<file path="config.mk">
export PLATFORM = sky130hd
export DESIGN_NAME = serial_wb_master
export DESIGN_NICKNAME = d
export VERILOG_FILES = /design/src/rtl/serial_wb_master.sv
export SDC_FILE = /design/constraint.sdc
export NUM_CORES = 1
export LEC_CHECK = 0
export CAP_MARGIN = 40
export CORE_UTILIZATION = 50
export DETAILED_ROUTE_END_ITERATION = 7
export PLACE_DENSITY = 0.76
export SLEW_MARGIN = 20
export SYNTH_ARGS = -nofsm -noshare
export SYNTH_HDL_FRONTEND = slang
export SYNTH_SLANG_ARGS = --single-unit
</file>
<file path="constraint.sdc">
create_clock -name wb_clk_i -period 5.4 [get_ports wb_clk_i]
set_input_delay 0.54 -clock wb_clk_i [delete_from_list [all_inputs] [get_ports wb_clk_i]]
set_output_delay 0.54 -clock wb_clk_i [all_outputs]
set_load 0.02 [all_outputs]
</file>
<file path="src/rtl/serial_wb_master.sv">
// Byte-stream to Wishbone classic bridge: decodes serial command frames,
// runs one 16-bit bus cycle per frame and streams back status/read data.
module serial_wb_master #(
    parameter logic [15:0] BUS_TIMEOUT   = 16'd1024,
    parameter logic [15:0] FRAME_TIMEOUT = 16'd65535
) (
    input  logic        wb_clk_i,
    input  logic        wb_rst_i,
    input  logic [7:0]  rx_data,
    input  logic        rx_valid,
    output logic        rx_ready,
    output logic [7:0]  tx_data,
    output logic        tx_valid,
    input  logic        tx_ready,
    output logic        wb_cyc_o,
    output logic        wb_stb_o,
    output logic        wb_we_o,
    output logic [1:0]  wb_sel_o,
    output logic [31:0] wb_adr_o,
    output logic [15:0] wb_dat_o,
    input  logic [15:0] wb_dat_i,
    input  logic        wb_ack_i,
    output logic        busy
);

    localparam logic [2:0] S_CMD   = 3'd0;
    localparam logic [2:0] S_ADDR  = 3'd1;
    localparam logic [2:0] S_WDATA = 3'd2;
    localparam logic [2:0] S_BUS   = 3'd3;
    localparam logic [2:0] S_RESP  = 3'd4;

    logic [2:0]  state;
    logic        we_r;
    logic [1:0]  sel_r;
    logic [1:0]  bcnt;
    logic [15:0] fcnt;
    logic [15:0] tcnt;
    logic [15:0] rdata;
    logic        acc;
    logic        bus_done;

    assign acc      = rx_valid & rx_ready;
    assign busy     = (state != S_CMD);
    assign bus_done = wb_ack_i || (tcnt == BUS_TIMEOUT - 16'd1);

    always_ff @(posedge wb_clk_i) begin
        if (wb_rst_i) begin
            state    <= S_CMD;
            we_r     <= 1'b0;
            sel_r    <= 2'b00;
            bcnt     <= 2'd0;
            fcnt     <= 16'd0;
            tcnt     <= 16'd0;
            rdata    <= 16'd0;
            rx_ready <= 1'b0;
            tx_data  <= 8'd0;
            tx_valid <= 1'b0;
            wb_cyc_o <= 1'b0;
            wb_stb_o <= 1'b0;
            wb_we_o  <= 1'b0;
            wb_sel_o <= 2'b00;
            wb_adr_o <= 32'd0;
            wb_dat_o <= 16'd0;
        end else begin
            case (state)
                S_CMD: begin
                    rx_ready <= 1'b1;
                    if (acc) begin
                        we_r  <= rx_data[7];
                        sel_r <= rx_data[1:0];
                        bcnt  <= 2'd0;
                        fcnt  <= 16'd0;
                        state <= S_ADDR;
                    end
                end
                S_ADDR: begin
                    if (acc) begin
                        wb_adr_o <= {wb_adr_o[23:0], rx_data};
                        fcnt     <= 16'd0;
                        bcnt     <= bcnt + 2'd1;
                        if (bcnt == 2'd3) begin
                            bcnt <= 2'd0;
                            if (we_r) begin
                                state <= S_WDATA;
                            end else begin
                                // Bus strobes launch on the same edge as the last byte
                                state    <= S_BUS;
                                rx_ready <= 1'b0;
                                tcnt     <= 16'd0;
                                wb_cyc_o <= 1'b1;
                                wb_stb_o <= 1'b1;
                                wb_we_o  <= 1'b0;
                                wb_sel_o <= sel_r;
                            end
                        end
                    end else if (fcnt == FRAME_TIMEOUT - 16'd1) begin
                        state <= S_CMD;
                    end else begin
                        fcnt <= fcnt + 16'd1;
                    end
                end
                S_WDATA: begin
                    if (acc) begin
                        wb_dat_o <= {wb_dat_o[7:0], rx_data};
                        fcnt     <= 16'd0;
                        bcnt     <= bcnt + 2'd1;
                        if (bcnt == 2'd1) begin
                            bcnt     <= 2'd0;
                            state    <= S_BUS;
                            rx_ready <= 1'b0;
                            tcnt     <= 16'd0;
                            wb_cyc_o <= 1'b1;
                            wb_stb_o <= 1'b1;
                            wb_we_o  <= 1'b1;
                            wb_sel_o <= sel_r;
                        end
                    end else if (fcnt == FRAME_TIMEOUT - 16'd1) begin
                        state <= S_CMD;
                    end else begin
                        fcnt <= fcnt + 16'd1;
                    end
                end
                S_BUS: begin
                    if (bus_done) begin
                        wb_cyc_o <= 1'b0;
                        wb_stb_o <= 1'b0;
                        wb_we_o  <= 1'b0;
                        wb_sel_o <= 2'b00;
                        tx_valid <= 1'b1;
                        tx_data  <= wb_ack_i ? 8'h00 : 8'h01;
                        rdata    <= (wb_ack_i && !we_r) ? wb_dat_i : 16'h0000;
                        bcnt     <= 2'd0;
                        state    <= S_RESP;
                    end else begin
                        tcnt <= tcnt + 16'd1;
                    end
                end
                S_RESP: begin
                    if (tx_ready) begin
                        if (!we_r && bcnt == 2'd0) begin
                            tx_data <= rdata[15:8];
                            bcnt    <= 2'd1;
                        end else if (!we_r && bcnt == 2'd1) begin
                            tx_data <= rdata[7:0];
                            bcnt    <= 2'd2;
                        end else begin
                            tx_valid <= 1'b0;
                            rx_ready <= 1'b1;
                            state    <= S_CMD;
                        end
                    end
                end
                default: begin
                    state <= S_CMD;
                end
            endcase
        end
    end

endmodule

</file>
==> Yosys cells after proc, flatten, opt, wreduce, memory -nomap -nowiden <==
Cells that the tools add are included.
{ "totals": {"ff_bits": 118, "out_inout_bits": 64} }
{ "classes": {"addsub": 3, "n_eq_ne": 23, "n_mux": 68, "bitwise_logic": 1, "n_reduce_logical": 26} }
{ "op_table": {"columns": ["op", "n"], "rows": [
  ["2-to-1 mux 16 bit", 10],
  ["one-hot mux 16 bit (3 select lines)", 1],
  ["adder 16 x 1 -> 16 bit, second input constant", 2],
  ["2-to-1 mux 8 bit", 4],
  ["one-hot mux 16 bit (2 select lines)", 1],
  ["2-to-1 mux 3 bit", 10],
  ["2-to-1 mux 2 bit", 14],
  ["AND reduction 7 bit", 4],
  ["inequality test 2 bit, second input constant", 11],
  ["2-to-1 mux 1 bit", 20],
  ["equality test 16 x 10 -> 1 bit, second input constant", 1],
  ["equality test 16 bit, second input constant", 1],
  ["one-hot mux 8 bit (2 select lines)", 1],
  ["one-hot mux 3 bit (5 select lines)", 1],
  ["inequality test 3 bit, second input constant", 4],
  ["one-hot mux 2 bit (5 select lines)", 1],
  ["AND reduction 9 bit", 1],
  ["AND reduction 2 bit", 4],
  ["equality test 3 x 2 -> 1 bit, second input constant", 2],
  ["one-hot mux 1 bit (3 select lines)", 2],
  ["one-hot mux 2 bit (3 select lines)", 1],
  ["nonzero test 3 bit", 2],
  ["AND reduction 5 bit", 1],
  ["nonzero test 5 bit", 1],
  ["other kinds (18)", 21]
]} }

==> Longest topological paths before layout <==
{ "logic_depth": {"depth_word": 6, "ltp_mapped": 9, "depth_no_buf": 7} }

==> Least setup slack after synthesis <==
Ideal clock, no wire load.
{ "synth_timing": {"kind": "flip-flop to flip-flop", "start": "reg tcnt[0]", "end": "reg tx_data[0]", "setup_ns": 0.128, "arrival_ns": 2.161, "required_ns": 5.272, "setup_slack_ns": 3.111, "stages_incl_launch_ff": 7, "path_buffers": 0, "period_less_slack_ns": 2.289, "cell_sequence": "dfxtp_1 -> ha_1 -> or3b_2 -> o41a_1 -> a211oi_4 -> mux2i_1 -> nor2_1"} }
{ "synth_via": {"elab_chain_cells": 4} }
{ "synth_rtl": {"columns": ["element", "line_no", "rtl"], "rows": [
  ["from (decl)", "37", "logic [15:0] tcnt;"],
  ["from (signal assigned)", "135", "tcnt <= tcnt + 16'd1;"],
  ["equality test 16 x 10 -> 1 bit", "44", "assign bus_done = wb_ack_i || (tcnt == BUS_TIMEOUT - 16'd1);"],
  ["logical OR 1 bit", "44", null],
  ["inequality test 2 bit (no line)", null, null],
  ["AND reduction 4 bit (no line)", null, null],
  ["to (signal assigned)", "130", "tx_data <= wb_ack_i ? 8'h00 : 8'h01;"],
  ["to (signal assigned)", "141", "tx_data <= rdata[15:8];"],
  ["to (signal assigned)", "144", "tx_data <= rdata[7:0];"],
  ["to (decl)", "12", "output logic [7:0] tx_data,"]
]} }
Every way passes these cells.
A chain may end at the register's enable or synchronous reset.

==> Worst setup path after layout <==
{ "layout_timing": {"start": "reg state[2]", "end": "out busy"} }
{ "layout_via": {"elab_chain_cells": 1} }
{ "layout_rtl": {"columns": ["element", "line_no", "rtl"], "rows": [
  ["from (decl)", "32", "logic [2:0] state;"],
  ["from (signal assigned)", "48", "state <= S_CMD;"],
  ["from (signal assigned)", "73", "state <= S_ADDR;"],
  ["from (signal assigned)", "84", "state <= S_WDATA;"],
  ["nonzero test 3 bit", "43", "assign busy = (state != S_CMD);"],
  ["to (decl)", "23", "output logic busy"]
]} }
Every way passes these cells.

==> results.toml <==
[floorplanning]
dieArea_mm2 = 0.0109
core_mm2 = 0.00995
fp-row-count = 36
fp.dieW_um = 104
die_h_um = 104
start_util_pct = 52.5
io_pins = 93

[logic_synthesis]
yosysWarnings = 0
syn_inst = 662
synth_edf_count = 0
ys_seq_elements = 118
async_reset_ff_share_pct = 0
syn_nets = 698
syn_area_mm2 = 0.00523
ys_seq_area_share_pct = 45.2
synthFlopType = "dfxtp_1"
ys_types = 52
synth_area_per_cell_um2 = 7.90

[clock_tree]
cts_tree = "done"
clock_latency_ps = 510
cts-root-buf = "clkbuf_8"
clk_pin_slew_ps = 60
holdBufCountCts = 0
cts_setup_buffers = 0
cts_sinks = 118
cts_resized = 0
numCtsBuffers = 17
htree_num_levels = 4
clock_path_buffers = 2

[timing]
setup_slack_ps = 2600
hold_violations = 0
totalNegativeSetupSlack_ps = 0
min_period_ps = 2800
finalCritPeriodShare_pct = 51.9
setup_viol_count_final = 0
clock_skew_ps = 5.53
maxSlewViolCount = 0
rsz0062_at_grt = "false"
timing.fmax_mhz = 357
tightest_slew_ps = 823
slew_headroom_pct = 45.1

[grt]
antenna_found_initial = 0
grt_max_degree = 43
grt_usage_pct = 24.5
grt_pass1_wl_um = 21600
overflow = 0
grt_pass1_vias = 4533

[layout]
diodes = 0
drive_gt1_share_pct = 7.18
layout_common_cells = "nand2_1 (159), dfxtp_1 (118), a21oi_1 (102)"
syn2layout_area_growth_pct = 30.3
stdcell_count = 885
final_common_cell = "nand2_1"
num-nets-final = 775

[worst_setup_path]
worstSetupStartpointType = "flop"
path_max_fanout = 19
worstPathRequired_ps = 4860
cp-end-kind = "output pin"
path_class = "reg2out"
cp_data_arrival_time_ps = 2260

[power]
p_total_mw = 2.50
p_per_area_mw_per_mm2 = 367
p_switching_uw = 746
p_clk_share_pct = 42.8
combPwrFrac_pct = 19.2
swShare_pct = 29.9
internal-power_mw = 1.75
irDropWorstVdd_uv = 214
seq_power_share_pct = 37.9
leakage_nw = 2.22

[route]
vias_per_cell = 5.61
wl_um = 12800
drc = 0
wire_per_inst_um = 14.5
ant_nets = 0
dr.pass1.iters = 6
drt_iter0_drc = 379
vias = 4961

[placement]
placed_cells = 853
hpwl_um = 9000
dp_worst_setup_slack_ps = 2300
gp_congestion = 0.888
io_buffers = 92

[run_status]
status = "completed"

[min_path]
hp-class = "reg2reg"

[job]
max-cap-violations = 0
## state kept, by name, indices dropped and copies added (netlist names), 3 cells and up
signal    flops
wb_dat_o     16
fcnt         16
state         3
tx_data       8
wb_adr_o     32
rdata        16
tcnt         16
## cells in the mapped netlist, types with 3 or more instances
| library cell | number | share of area [%] |
|---|---|---|
| a31oi_1 | 6 | 0.72 |
| clkbuf_1 | 37 | 2.7 |
| a2111oi_0 | 4 | 0.67 |
| ha_1 | 7 | 1.7 |
| nand3_1 | 37 | 3.5 |
| buf_4 | 4 | 0.57 |
| nand2_1 | 159 | 11 |
| nor2b_1 | 5 | 0.60 |
| nand4_1 | 8 | 0.96 |
| or3_1 | 3 | 0.36 |
| mux2i_1 | 14 | 2.7 |
| nor4_1 | 3 | 0.36 |
| xnor2_1 | 9 | 1.5 |
| nand2b_1 | 6 | 0.72 |
| or4_1 | 14 | 2.0 |
| nor3_1 | 6 | 0.57 |
| and3_1 | 5 | 0.60 |
| a21oi_1 | 102 | 9.8 |
| dfxtp_1 | 118 | 45 |
| inv_1 | 10 | 0.72 |
| nor2_1 | 35 | 2.5 |
| and2_1 | 3 | 0.36 |
| a211oi_1 | 12 | 1.7 |
| nor4b_1 | 3 | 0.50 |
| or3b_2 | 3 | 0.50 |
| o31ai_1 | 11 | 1.6 |
| o21ai_0 | 7 | 0.67 |
## cell families after synthesis
logic type                 share of synthesized area (%)
buffers and inverters                               4.21
DFF                                                 45.2
AOI/OAI and AO/OA                                   18.7
and+or+nand+nor                                     26.0
muxes                                               2.68
xor gates and xnor gates                            1.51
adders and majority gates                           1.68
## critical path, cell delays in order, from the launching register on
cell	delay [ps]
dfxtp_1	480
nor3_1	600
inv_1	80
clkdlybuf4s50_1	580
## per-stage QoR
stage,hold WS [ps],util [%],area (um^2)
floorplan,432,-,5230
global placement,441,61.9,6160
detailed placement,446,62.7,6240
CTS,457,68.5,6810
global route,468,68.5,6810
finish,456,68.5,6810
## per-layer routing
layer / vias to the layer above / routed length, um / global-route usage [%]
met5: - / 0 / 0
met4: 0 / 156 / 8.06
met3: 17 / 631 / 5.64
met2: 160 / 6320 / 40.0
met1: 2304 / 5730 / 31.9
li1: 2480 / - / -
## layout make-up
cell class	count	area (um^2)
fillers	807	3140
multi-input cells	490	2650
flip-flops and latches	118	2360
repair buffers	102	1020
clock buffers	19	442
well taps	133	166
clock inverters	13	131
inverters	10	37.5
## power by group through the flow
| stage | Sequential (mW) | Clock, mW | Combinational, mW |
|---|---|---|---|
| 2_1_floorplan | 0.950 | 0 | 0.340 |
| 3_3_place_gp | 0.961 | 0 | 0.446 |
| 3_5_place_dp | 0.964 | 0 | 0.473 |
| 4_1_cts | 0.945 | 1.09 | 0.475 |
| 5_1_grt | 0.952 | 1.12 | 0.528 |
| 6_report | 0.947 | 1.07 | 0.481 |
## final timing paths
path	startpoint	endpoint	slack [ps]	cells after the start
setup / recovery	state[2]	busy	2600	3
hold / removal	wb_adr_o[28]	wb_adr_o[28]	460	2
setup reg to reg	state[1]	tcnt[7]	2760	5
hold reg to reg	wb_adr_o[28]	wb_adr_o[28]	460	2
No activity file was read; power rests on OpenSTA's default activity.
